**src/rtl/digit_serial_adder.sv**
```systemverilog
// Multi-cycle adder/subtractor: one DIGIT-wide slice walks a WIDTH-bit operand pair
// least significant digit first, with carry held in a register between digits.
module digit_serial_adder #(
    parameter int WIDTH = 16,
    parameter int DIGIT = 4
) (
    input  logic             clk,
    input  logic             rst,
    input  logic             start,
    input  logic [WIDTH-1:0] A,
    input  logic [WIDTH-1:0] B,
    input  logic             C0,
    input  logic             SUB,
    output logic             busy,
    output logic             done,
    output logic [WIDTH-1:0] F,
    output logic             C4,
    output logic             OV
);

    localparam int N     = WIDTH / DIGIT;
    localparam int CNT_W = (N > 1) ? $clog2(N) : 1;
    localparam logic [CNT_W-1:0] LAST = CNT_W'(N - 1);

    typedef enum logic {IDLE, RUN} state_t;

    state_t           state_q;
    logic [CNT_W-1:0] cnt_q;
    logic [CNT_W-1:0] cnt_d;
    logic             carry_q;
    logic             busy_q;
    logic             done_q;
    logic [WIDTH-1:0] f_q;
    logic             c4_q;
    logic             ov_q;

    logic [WIDTH-1:0] a_q;
    logic [WIDTH-1:0] b_q;
    logic [WIDTH-1:0] res_q;
    logic [WIDTH-1:0] res_d;
    logic             a_msb_q;
    logic             b_msb_q;
    logic [DIGIT:0]   slice_d;
    logic             last_d;

    function automatic logic signed_ovf(input logic a_msb, input logic b_msb, input logic f_msb);
        return (a_msb == b_msb) && (f_msb != a_msb);
    endfunction

    // Slice stage: low digit of each operand plus carry; sum enters the result from the top
    always_comb begin
        slice_d = {1'b0, a_q[DIGIT-1:0]} + {1'b0, b_q[DIGIT-1:0]} + {{DIGIT{1'b0}}, carry_q};
        res_d   = (res_q >> DIGIT) | (WIDTH'(slice_d[DIGIT-1:0]) << (WIDTH - DIGIT));
        cnt_d   = cnt_q + CNT_W'(1);
        last_d  = (cnt_q == LAST);
    end

    always_ff @(posedge clk) begin
        if (rst) begin
            state_q <= IDLE;
            cnt_q   <= '0;
            carry_q <= 1'b0;
            busy_q  <= 1'b0;
            done_q  <= 1'b0;
            f_q     <= '0;
            c4_q    <= 1'b0;
            ov_q    <= 1'b0;
        end else begin
            done_q <= 1'b0;
            case (state_q)
                IDLE: begin
                    if (start) begin
                        state_q <= RUN;
                        busy_q  <= 1'b1;
                        cnt_q   <= '0;
                        carry_q <= SUB ? ~C0 : C0;
                    end
                end
                RUN: begin
                    carry_q <= slice_d[DIGIT];
                    cnt_q   <= cnt_d;
                    if (last_d) begin
                        state_q <= IDLE;
                        busy_q  <= 1'b0;
                        done_q  <= 1'b1;
                        f_q     <= res_d;
                        c4_q    <= slice_d[DIGIT];
                        ov_q    <= signed_ovf(a_msb_q, b_msb_q, res_d[WIDTH-1]);
                    end
                end
            endcase
        end
    end

    // Operand stage: subtraction is folded in as A + ~B + ~C0 when the operands are captured
    always_ff @(posedge clk) begin
        if (state_q == IDLE && start) begin
            a_q     <= A;
            b_q     <= SUB ? ~B : B;
            a_msb_q <= A[WIDTH-1];
            b_msb_q <= SUB ? ~B[WIDTH-1] : B[WIDTH-1];
            res_q   <= '0;
        end else if (state_q == RUN) begin
            a_q   <= a_q >> DIGIT;
            b_q   <= b_q >> DIGIT;
            res_q <= res_d;
        end
    end

    assign busy = busy_q;
    assign done = done_q;
    assign F    = f_q;
    assign C4   = c4_q;
    assign OV   = ov_q;

endmodule

```
**config.mk**
```make
export PLATFORM = sky130hd
export DESIGN_NAME = digit_serial_adder
export DESIGN_NICKNAME = d
export VERILOG_FILES = /design/src/rtl/digit_serial_adder.sv
export SDC_FILE = /design/constraint.sdc
export NUM_CORES = 1
export LEC_CHECK = 0
export BUFFER_PORTS_ARGS = -buffer_cell sky130_fd_sc_hd__buf_2
export CORE_MARGIN = 8
export CORE_UTILIZATION = 54
export CTS_CLUSTER_DIAMETER = 150
export DETAILED_ROUTE_END_ITERATION = 8
export GPL_ROUTABILITY_DRIVEN = 0
export MAX_ROUTING_LAYER = met4
export PLACE_DENSITY = 0.89
export SLEW_MARGIN = 25
export SYNTH_ARGS = -nofsm -noshare
export SYNTH_HDL_FRONTEND = slang
export SYNTH_SLANG_ARGS = --single-unit
```
**constraint.sdc**
```tcl
create_clock -name clk -period 2 [get_ports clk]
set_clock_uncertainty 0.1 [all_clocks]
set_input_delay 0.3 -clock clk [delete_from_list [all_inputs] [get_ports clk]]
set_output_delay 0.3 -clock clk [all_outputs]
set_load 0.01 [all_outputs]
```
======== Yosys cells after proc, flatten, opt, wreduce, memory -nomap -nowiden ========
Cells that the tools add are included.
word-level totals
  bits in registers ....................... 74
  word-level logic and storage cells ...... 50
cells by class
  $add $sub $neg .......................... 3
  equality and inequality tests ........... 5
  mux-type cells .......................... 18
  bitwise logic cells ..................... 5
  reductions and logical operators ........ 6
operator list
  operator                                                         count
  16-bit 2-to-1 mux                                                5
  16-bit NOT                                                       1
  12-bit by 16-bit bitwise OR with 16-bit output                   1
  1-bit 2-to-1 mux                                                 8
  1-bit one-hot mux with 2 select lines                            3
  4-bit by 4-bit adder with 5-bit output                           1
  5-bit by 1-bit adder with 5-bit output                           1
  2-bit one-hot mux with 2 select lines                            1
  2-bit AND reduction                                              2
  1-bit NOT                                                        3
  2-bit by 1-bit adder with 2-bit output, second input constant    1
  2-bit equality test, second input constant                       1
  1-bit logical AND                                                2
  2-bit 2-to-1 mux                                                 1
  2-bit by 1-bit != test with 1-bit output, second input constant  1
  2-bit != test, second input constant                             1
  2-bit nonzero test                                               1
  2-bit OR reduction                                               1
  1-bit equality test                                              1
  1-bit != test                                                    1

======== Logic depth before layout (Yosys ltp) ========
Gate-level depths: netlist of the first run.
  word-level depth ........................ 5
  gate-level depth with buffers ........... 7

======== Worst setup path before layout of the first run ========
No wires, ideal clock.
  kind .................................... register to register
  start ................................... reg state_q
  end ..................................... reg a_q[0] (enable)
  arrival ................................. 1.282 ns
  data required time ...................... 1.513 ns
  setup slack ............................. 0.231 ns
  stages on the path, launching flop included .. 4
  buffers on the path ..................... 1
  period minus slack after synthesis ...... 1.769 ns
  cell sequence ........................... dfxtp_1 clkbuf_1 nor2_1 inv_1
between the ends
  longest elaborated chain between the ends .. 3
RTL lines
  element                                  RTL line  RTL
  start, declared                          27        state_t state_q;
  start signal, assigned                   60        state_q <= IDLE;
  start signal, assigned                   73        state_q <= RUN;
  start signal, assigned                   83        state_q <= IDLE;
  1-bit NOT                                n/a
  1-bit logical AND                        97        if (state_q == IDLE && start) begin
  2-bit nonzero test (no source line) (*)  n/a
  end signal, assigned                     104       a_q <= a_q >> DIGIT;
  end, declared                            37        logic [WIDTH-1:0] a_q;
Every way passes the cells marked *; elsewhere a longest branch is shown, timed or not.
A chain may end at the register's enable or synchronous reset.

======== Final worst setup path of the first run ========
  start ................................... reg a_q[0]
  end ..................................... reg ov_q (netlist: OV)
between the ends
  longest elaborated chain between the ends .. 5
RTL lines
  element                                         RTL line  RTL
  4-bit by 4-bit adder with 5-bit output          52        slice_d = {1'b0, a_q[DIGIT-1:0]} + {1'b0, b_q[DIGIT-1:0]} + {{DIGIT{1'b0}}, carry_q};
  5-bit by 1-bit adder with 5-bit output          52
  12-bit by 16-bit bitwise OR with 16-bit output  53        res_d = (res_q >> DIGIT) | (WIDTH'(slice_d[DIGIT-1:0]) << (WIDTH - DIGIT));
  1-bit != test                                   47        return (a_msb == b_msb) && (f_msb != a_msb);
  1-bit logical AND                               47
  end signal, assigned                            88        ov_q <= signed_ovf(a_msb_q, b_msb_q, res_d[WIDTH-1]);
  end, declared                                   35        logic ov_q;
No other way between the ends.

==> results of run 1 <==
[per-stage QoR]
| step | util (%) | std cells | hold WS (ns) | worst slack, ns | cell area, um^2 |
|---|---|---|---|---|---|
| after floorplan | - | 265 | 0.2691 | 0.2307 | 2905 |
| after global placement | 63.58 | 384 | 0.3426 | 0.2244 | 3268 |
| after detailed placement | 63.58 | 384 | 0.3602 | 0.1636 | 3268 |
| after CTS | 67.96 | 400 | 0.02959 | 0.1368 | 3493 |
| after global routing | 67.96 | 400 | 0.03581 | 0.08505 | 3493 |
| final | 67.96 | 400 | 0.05120 | 0.1486 | 3493 |
[critical path, cell delays in order, from the launching register on]
cell and delay, ns:
sky130_fd_sc_hd__edfxtp_1 0.40, sky130_fd_sc_hd__fa_1 0.44, sky130_fd_sc_hd__a21o_1 0.21, sky130_fd_sc_hd__a21oi_4 0.20
sky130_fd_sc_hd__mux2_2 0.35, sky130_fd_sc_hd__o2111ai_1 0.07
[placed cells by master (no fill, tap or decap), types with 2 or more instances in the layout]
master,count
sky130_fd_sc_hd__xnor2_1,18
sky130_fd_sc_hd__nand2b_1,11
sky130_fd_sc_hd__nor2_1,8
sky130_fd_sc_hd__o21a_1,2
sky130_fd_sc_hd__fa_1,2
sky130_fd_sc_hd__nand4_1,2
sky130_fd_sc_hd__dfxtp_1,36
sky130_fd_sc_hd__clkinv_4,2
sky130_fd_sc_hd__a21oi_1,3
sky130_fd_sc_hd__ha_1,4
sky130_fd_sc_hd__a21o_1,3
sky130_fd_sc_hd__inv_1,5
sky130_fd_sc_hd__nor3b_1,3
sky130_fd_sc_hd__and2_1,6
sky130_fd_sc_hd__o21ai_1,4
sky130_fd_sc_hd__o21ai_0,20
sky130_fd_sc_hd__nand2_1,61
sky130_fd_sc_hd__buf_2,56
sky130_fd_sc_hd__buf_4,8
sky130_fd_sc_hd__clkbuf_8,10
sky130_fd_sc_hd__a22o_1,16
sky130_fd_sc_hd__edfxtp_1,34
[layout make-up]
| cell class | count | area share, % |
|---|---|---|
| flip-flops and latches | 70 | 49.86 |
| multi-input cells | 173 | 30.23 |
| repair buffers | 65 | 10.32 |
| clock buffers | 11 | 4.656 |
| well taps | 70 | 2.507 |
| clock inverters | 5 | 1.791 |
| inverters | 6 | 0.6447 |
[registers in the layout, summed over array words and instances (netlist names)]
name	flops
b_q	16
busy	1
b_msb_q	1
OV	1
C4	1
state_q	1
done	1
res_q	12
carry_q	1
a_q	16
cnt_q	2
F	16
a_msb_q	1
[synthesized netlist by cell type, drive strengths merged, types with 6 or more instances]
cell,number,area share [%]
edfxtp,34,35
dfxtp,36,25
inv,6,0.78
nand2b,11,2.4
xnor2,18,5.4
buf,12,2.4
and2,6,1.3
nor2,8,1.0
o21ai,24,4.1
a22o,16,4.8
nand2,61,7.9
[power by group]
group / internal [mW] / switching [mW] / total (mW) / leakage (nW)
Clock: 0.695 / 0.547 / 1.24 / 0.116
Combinational: 0.183 / 0.220 / 0.402 / 0.767
Sequential: 1.65 / 0.0614 / 1.71 / 0.646
[routing by layer]
layer	vias up	GRT usage, %
met5	-	-
met4	0	8.459
met2	64	24.11
met1	932	16.96
met3	15	5.055
li1	1026	-
[worst max-delay path by stage]
stage	from	end	cells after the start
2_1_floorplan	state_q	a_q[0]	3
3_3_place_gp	a_q[0]	OV	5
3_5_place_dp	a_q[0]	OV	5
5_1_grt	a_q[0]	OV	5
6_report	a_q[0]	OV	5
4_1_cts	a_q[0]	OV	5
[cells by family (layout without fill, tap and decap cells)]
kind of cell / after synthesis / count (layout) / share of synthesized area (%)
AO/OA/AOI/OAI: 51 / 51 / 11.93
adder cells (fa/ha/maj): 6 / 6 / 3.101
flip-flops: 70 / 70 / 59.95
multiplexers: 2 / 2 / 0.7321
buffers and inverters: 22 / 87 / 3.704
XOR/XNOR: 19 / 19 / 5.728
AND/OR/NAND/NOR: 95 / 95 / 14.86
==> impl_metrics.json, run 1 <==
{
  "drive_above_1_share_pct": 25.45,
  "syn_area_um2": 2905,
  "min_from": "A[15]",
  "grt_start_max_net_pins": 34,
  "routed_via_count_divided_by_cell_count": 5.093,
  "num-fill-cells": 382,
  "cts_made_buffers": 9,
  "seq_area_frac_synth_pct": 59.95,
  "synth_cell_types": 32,
  "drt_pre_antenna_iters": 4,
  "worst-endpoint-required_ns": 2.16,
  "dp_hpwl_um": 3977,
  "cts_root_buf": "sky130_fd_sc_hd__clkbuf_8",
  "dr_total_vias": 2037,
  "top_layer": "met4",
  "drtAntennaViolNets": 0,
  "worstReg2RegEnd": "OV",
  "count_of_antenna_diodes_in_the_layout": 0,
  "met3_routed_wirelength_um": 329,
  "total_area_of_sequential_cells_um2": 1742,
  "synth-warning-count": 0,
  "postSynthCellCount": 265,
  "worst_r2r_path_depth": 5,
  "wl_per_cell_um": 13.83,
  "criticalPathCategory": "flip-flop to flip-flop",
  "clock.fmax_mhz": 540.1,
  "layout_min_cycle_time_ns": 1.851,
  "path_clk_slew_ns": 0.07,
  "core.rowCount": 26,
  "max-cap-violations": 0,
  "floorplan.die_area_um2": 7983,
  "leakage_power_nw": 1.529,
  "power_density_nw_per_um2": 960.7,
  "grt_antenna_before_repair": 0,
  "drt_drc_violations_left": 0,
  "hold_path_end": "a_msb_q",
  "setup_viol": 0,
  "post_cts_buffers": 0,
  "ys_async_sr_fraction_pct": 0,
  "die-width_um": 89.35,
  "min_period_over_period_pct": 92.57,
  "max_slew.worst_pin.slew_ns": 0.3379,
  "p_total_mw": 3.356,
  "synthesis.nets": 308,
  "cts_max_level": 3,
  "finalHoldViolCount": 0,
  "cp_data_arrival_time_ns": 2.02,
  "grt_first_pass_wirelength_um": 8838,
  "r2r_setup_slack_ns": 0.15,
  "maxSlewViolCount": 0,
  "grt_remaining_overflow": 0,
  "drt-initial-drc-count": 113,
  "i_o_pin_count": 57,
  "syn-mean-instance-area_um2": 10.96,
  "flow.area_growth_from_synthesis_pct": 20.24,
  "rsz0062_at_grt": "false",
  "regToRegStartpoint": "a_q[0]",
  "tritoncts": "built",
  "setup.worst_path.start_class": "flip-flop",
  "global_route.usage.total_pct": 15.37,
  "worst_skew_late_latency_ns": 0.35,
  "routed-wl-met2_um": 2636,
  "post_cts_hold_buffer_count": 0,
  "tns_ns": 0,
  "status": "completed",
  "setup.worst_path.end_class": "flip-flop",
  "crit_fanout": 4,
  "relative_slew_slack_pct": 77.47,
  "clock_sink_count": 70,
  "combined_area_of_the_multi_input_logic_cells_um2": 1056,
  "count_of_flip_flops_with_a_built_in_enable_after_synthesis": 34,
  "core_area_um2": 5140,
  "layout.nets": 368,
  "post_cts_resize_count": 0,
  "met1Wirelength_um": 2455,
  "ys.flop_type": "sky130_fd_sc_hd__dfxtp_1",
  "hold_path_class": "input port to flip-flop",
  "initial_utilization_pct": 56.52,
  "io_buffers": 56,
  "peakVddDrop_v": 0.0005074,
  "post_synthesis_sequential_element_count": 70,
  "hold_depth": 1,
  "grt_pass1_vias": 2026,
  "final_wl_um": 5533,
  "clk_path_buf_depth": 2,
  "chipHeight_um": 89.35
}
No activity file was read; power rests on OpenSTA's default activity.
==> run 2: changes to the inputs <==
--- a/config.mk
+++ b/config.mk
@@ -7,12 +7,13 @@
 export LEC_CHECK = 0
 export BUFFER_PORTS_ARGS = -buffer_cell sky130_fd_sc_hd__buf_2
 export CORE_MARGIN = 8
-export CORE_UTILIZATION = 54
+export CORE_UTILIZATION = 50
 export CTS_CLUSTER_DIAMETER = 150
 export DETAILED_ROUTE_END_ITERATION = 8
 export GPL_ROUTABILITY_DRIVEN = 0
+export HOLD_SLACK_MARGIN = 0.06
 export MAX_ROUTING_LAYER = met4
-export PLACE_DENSITY = 0.89
+export PLACE_DENSITY = 0.84
 export SLEW_MARGIN = 25
 export SYNTH_ARGS = -nofsm -noshare
 export SYNTH_HDL_FRONTEND = slang
==> run 2 against run 1 <==
Against the previous run: first-iteration DRC count fell by 3.5%; final cell count rose by 1.0%; sequential power barely moved; clock power fell by 18%; die area rose by 6.5%; sequential cell count did not move; hold slack improved by 0.038 ns; design area fell by 0.86%; total power fell by 6.5%; sequential share of layout area rose by 0.43 points; global-route usage fell by 0.99 points; critical path type unchanged; critical endpoint unchanged; largest power group unchanged; highest routed layer unchanged.
==> impl_metrics.json, run 2 (synthesis results as in run 1) <==
{
  "path_clk_slew_ns": 0.08,
  "routed_via_count_divided_by_cell_count": 4.963,
  "layout.nets": 370,
  "floorplan.die_area_um2": 8505,
  "final_cell_area_um2": 3463,
  "flow.area_growth_from_synthesis_pct": 19.21,
  "finalHoldViolCount": 0,
  "io_buffers": 56,
  "worst_skew_late_latency_ns": 0.35,
  "drt_pre_antenna_iters": 4,
  "layout_min_cycle_time_ns": 1.840,
  "dr_total_vias": 2005,
  "regToRegStartpoint": "a_q[0]",
  "setup_viol": 0,
  "setup.worst_path.end_class": "flip-flop",
  "critical_path_cell_count": 5,
  "criticalPathCategory": "flip-flop to flip-flop",
  "critical-path-max-stage-delay_ns": 0.44,
  "worst_hold_slack_ns": 0.08913,
  "most-common-layout-cells": "sky130_fd_sc_hd__nand2_1, sky130_fd_sc_hd__buf_2, sky130_fd_sc_hd__dfxtp_1",
  "max-cap-violations": 0,
  "grt_first_pass_wirelength_um": 9446,
  "rsz0062_at_grt": "false",
  "setup.worst_path.start_class": "flip-flop",
  "grt_antenna_before_repair": 0,
  "final_util_pct": 62.13,
  "busiest_layer": "met2",
  "worst_r2r_path_depth": 5,
  "status": "completed",
  "chipHeight_um": 92.23,
  "cts_max_level": 3,
  "tns_ns": 0,
  "grt_pass1_vias": 2095,
  "worstReg2RegEnd": "OV",
  "drtAntennaViolNets": 0,
  "cts_root_buf": "sky130_fd_sc_hd__clkbuf_8",
  "core_area_um2": 5574,
  "max_slew.worst_pin.slew_ns": 0.5271,
  "post_cts_buffers": 0,
  "drt-initial-drc-count": 109,
  "clk_path_buf_depth": 2,
  "grt_remaining_overflow": 0,
  "die-width_um": 92.23,
  "clock_sink_count": 70,
  "critical_path.cell_chain": "fa_1 -> a21o_1 -> a21oi_4 -> mux2_2 -> o2111ai_1",
  "startpoint": "a_q[0]",
  "min_from": "rst",
  "post_dp_cell_area_um2": 3278,
  "count_of_antenna_diodes_in_the_layout": 0,
  "global_route.usage.total_pct": 14.38,
  "gr-usage-met2_pct": 20.68,
  "worstSetupEndpoint": "OV",
  "hold_path_class": "input port to flip-flop",
  "globalRouteMet3Util_pct": 5.134,
  "final_common_cell": "sky130_fd_sc_hd__nand2_1",
  "drt_drc_violations_left": 0,
  "final_wl_um": 5558,
  "wl_per_cell_um": 13.76,
  "post-place-ws_ns": 0.1849,
  "peakVddDrop_v": 0.0004904,
  "i_o_pin_count": 57,
  "tritoncts": "built",
  "leakage_power_nw": 1.497,
  "maxSlewViolCount": 0,
  "power_density_nw_per_um2": 905.9,
  "min_period_over_period_pct": 92.01,
  "worst-endpoint-required_ns": 2.17,
  "cts_made_buffers": 9,
  "clock.fmax_mhz": 543.4,
  "num-fill-cells": 456,
  "crit_path_max_delay_family": "compound AO/OA/AOI/OAI gates",
  "relative_slew_slack_pct": 64.86,
  "r2r_setup_slack_ns": 0.16,
  "timing.final.ws_setup_ns": 0.1599,
  "drive_above_1_share_pct": 25.30,
  "initial_utilization_pct": 52.12,
  "cp.buffers_inverters": 0,
  "grt_use_met1_pct": 17.25,
  "dp_hpwl_um": 3852,
  "core.rowCount": 27,
  "cp_data_arrival_time_ns": 2.01,
  "grt_start_max_net_pins": 34,
  "crit_fanout": 4,
  "crit_path_top_delay_cell": "sky130_fd_sc_hd__fa_1"
}
## run 2: area by class of cell
cell class | count | area (um^2) | area share, %
Timing Repair Buffer | 67 | 377.9 | 10.91
Clock buffer | 10 | 127.6 | 3.685
Clock inverter | 6 | 47.55 | 1.373
Tap cell | 72 | 90.09 | 2.601
Inverter | 6 | 22.52 | 0.6503
Multi-Input combinational cell | 173 | 1056 | 30.49
Sequential cell | 70 | 1742 | 50.29
## run 2: routing by layer
metal  share of wire, %  vias to the layer above
li1                   -                     1029
met2                 45                       55
met4                1.9                        0
met3                5.7                       11
met5                  0                        -
met1                 47                      910
## run 2: worst min-delay path by stage
| stage | end | slack, ns | cells after the start |
|---|---|---|---|
| floorplan | carry_q | 0.27 | 1 |
| global placement | busy | 0.34 | 1 |
| detailed placement | busy | 0.35 | 1 |
| CTS | carry_q | 0.07 | 2 |
| global route | carry_q | 0.07 | 2 |
| finish | cnt_q[1] | 0.09 | 2 |
## run 2: what timing repair did
item                                   4_1_cts  5_1_grt
endpoints found under the hold margin        1        0
hold buffers                                 1        0
gates resized for setup                      0        0
## run 2: where the power goes
part | leakage [nW] | switching (mW) | internal, mW
clock | 0.0751 | 0.559 | 0.456
sequential | 0.646 | 0.0606 | 1.65
combinational | 0.776 | 0.225 | 0.186
## run 2: metrics by stage
stage	cells	total power, mW
2_1_floorplan	265	2.019
3_3_place_gp	387	2.125
3_5_place_dp	387	2.146
4_1_cts	404	3.153
5_1_grt	404	3.285
6_report	404	3.137
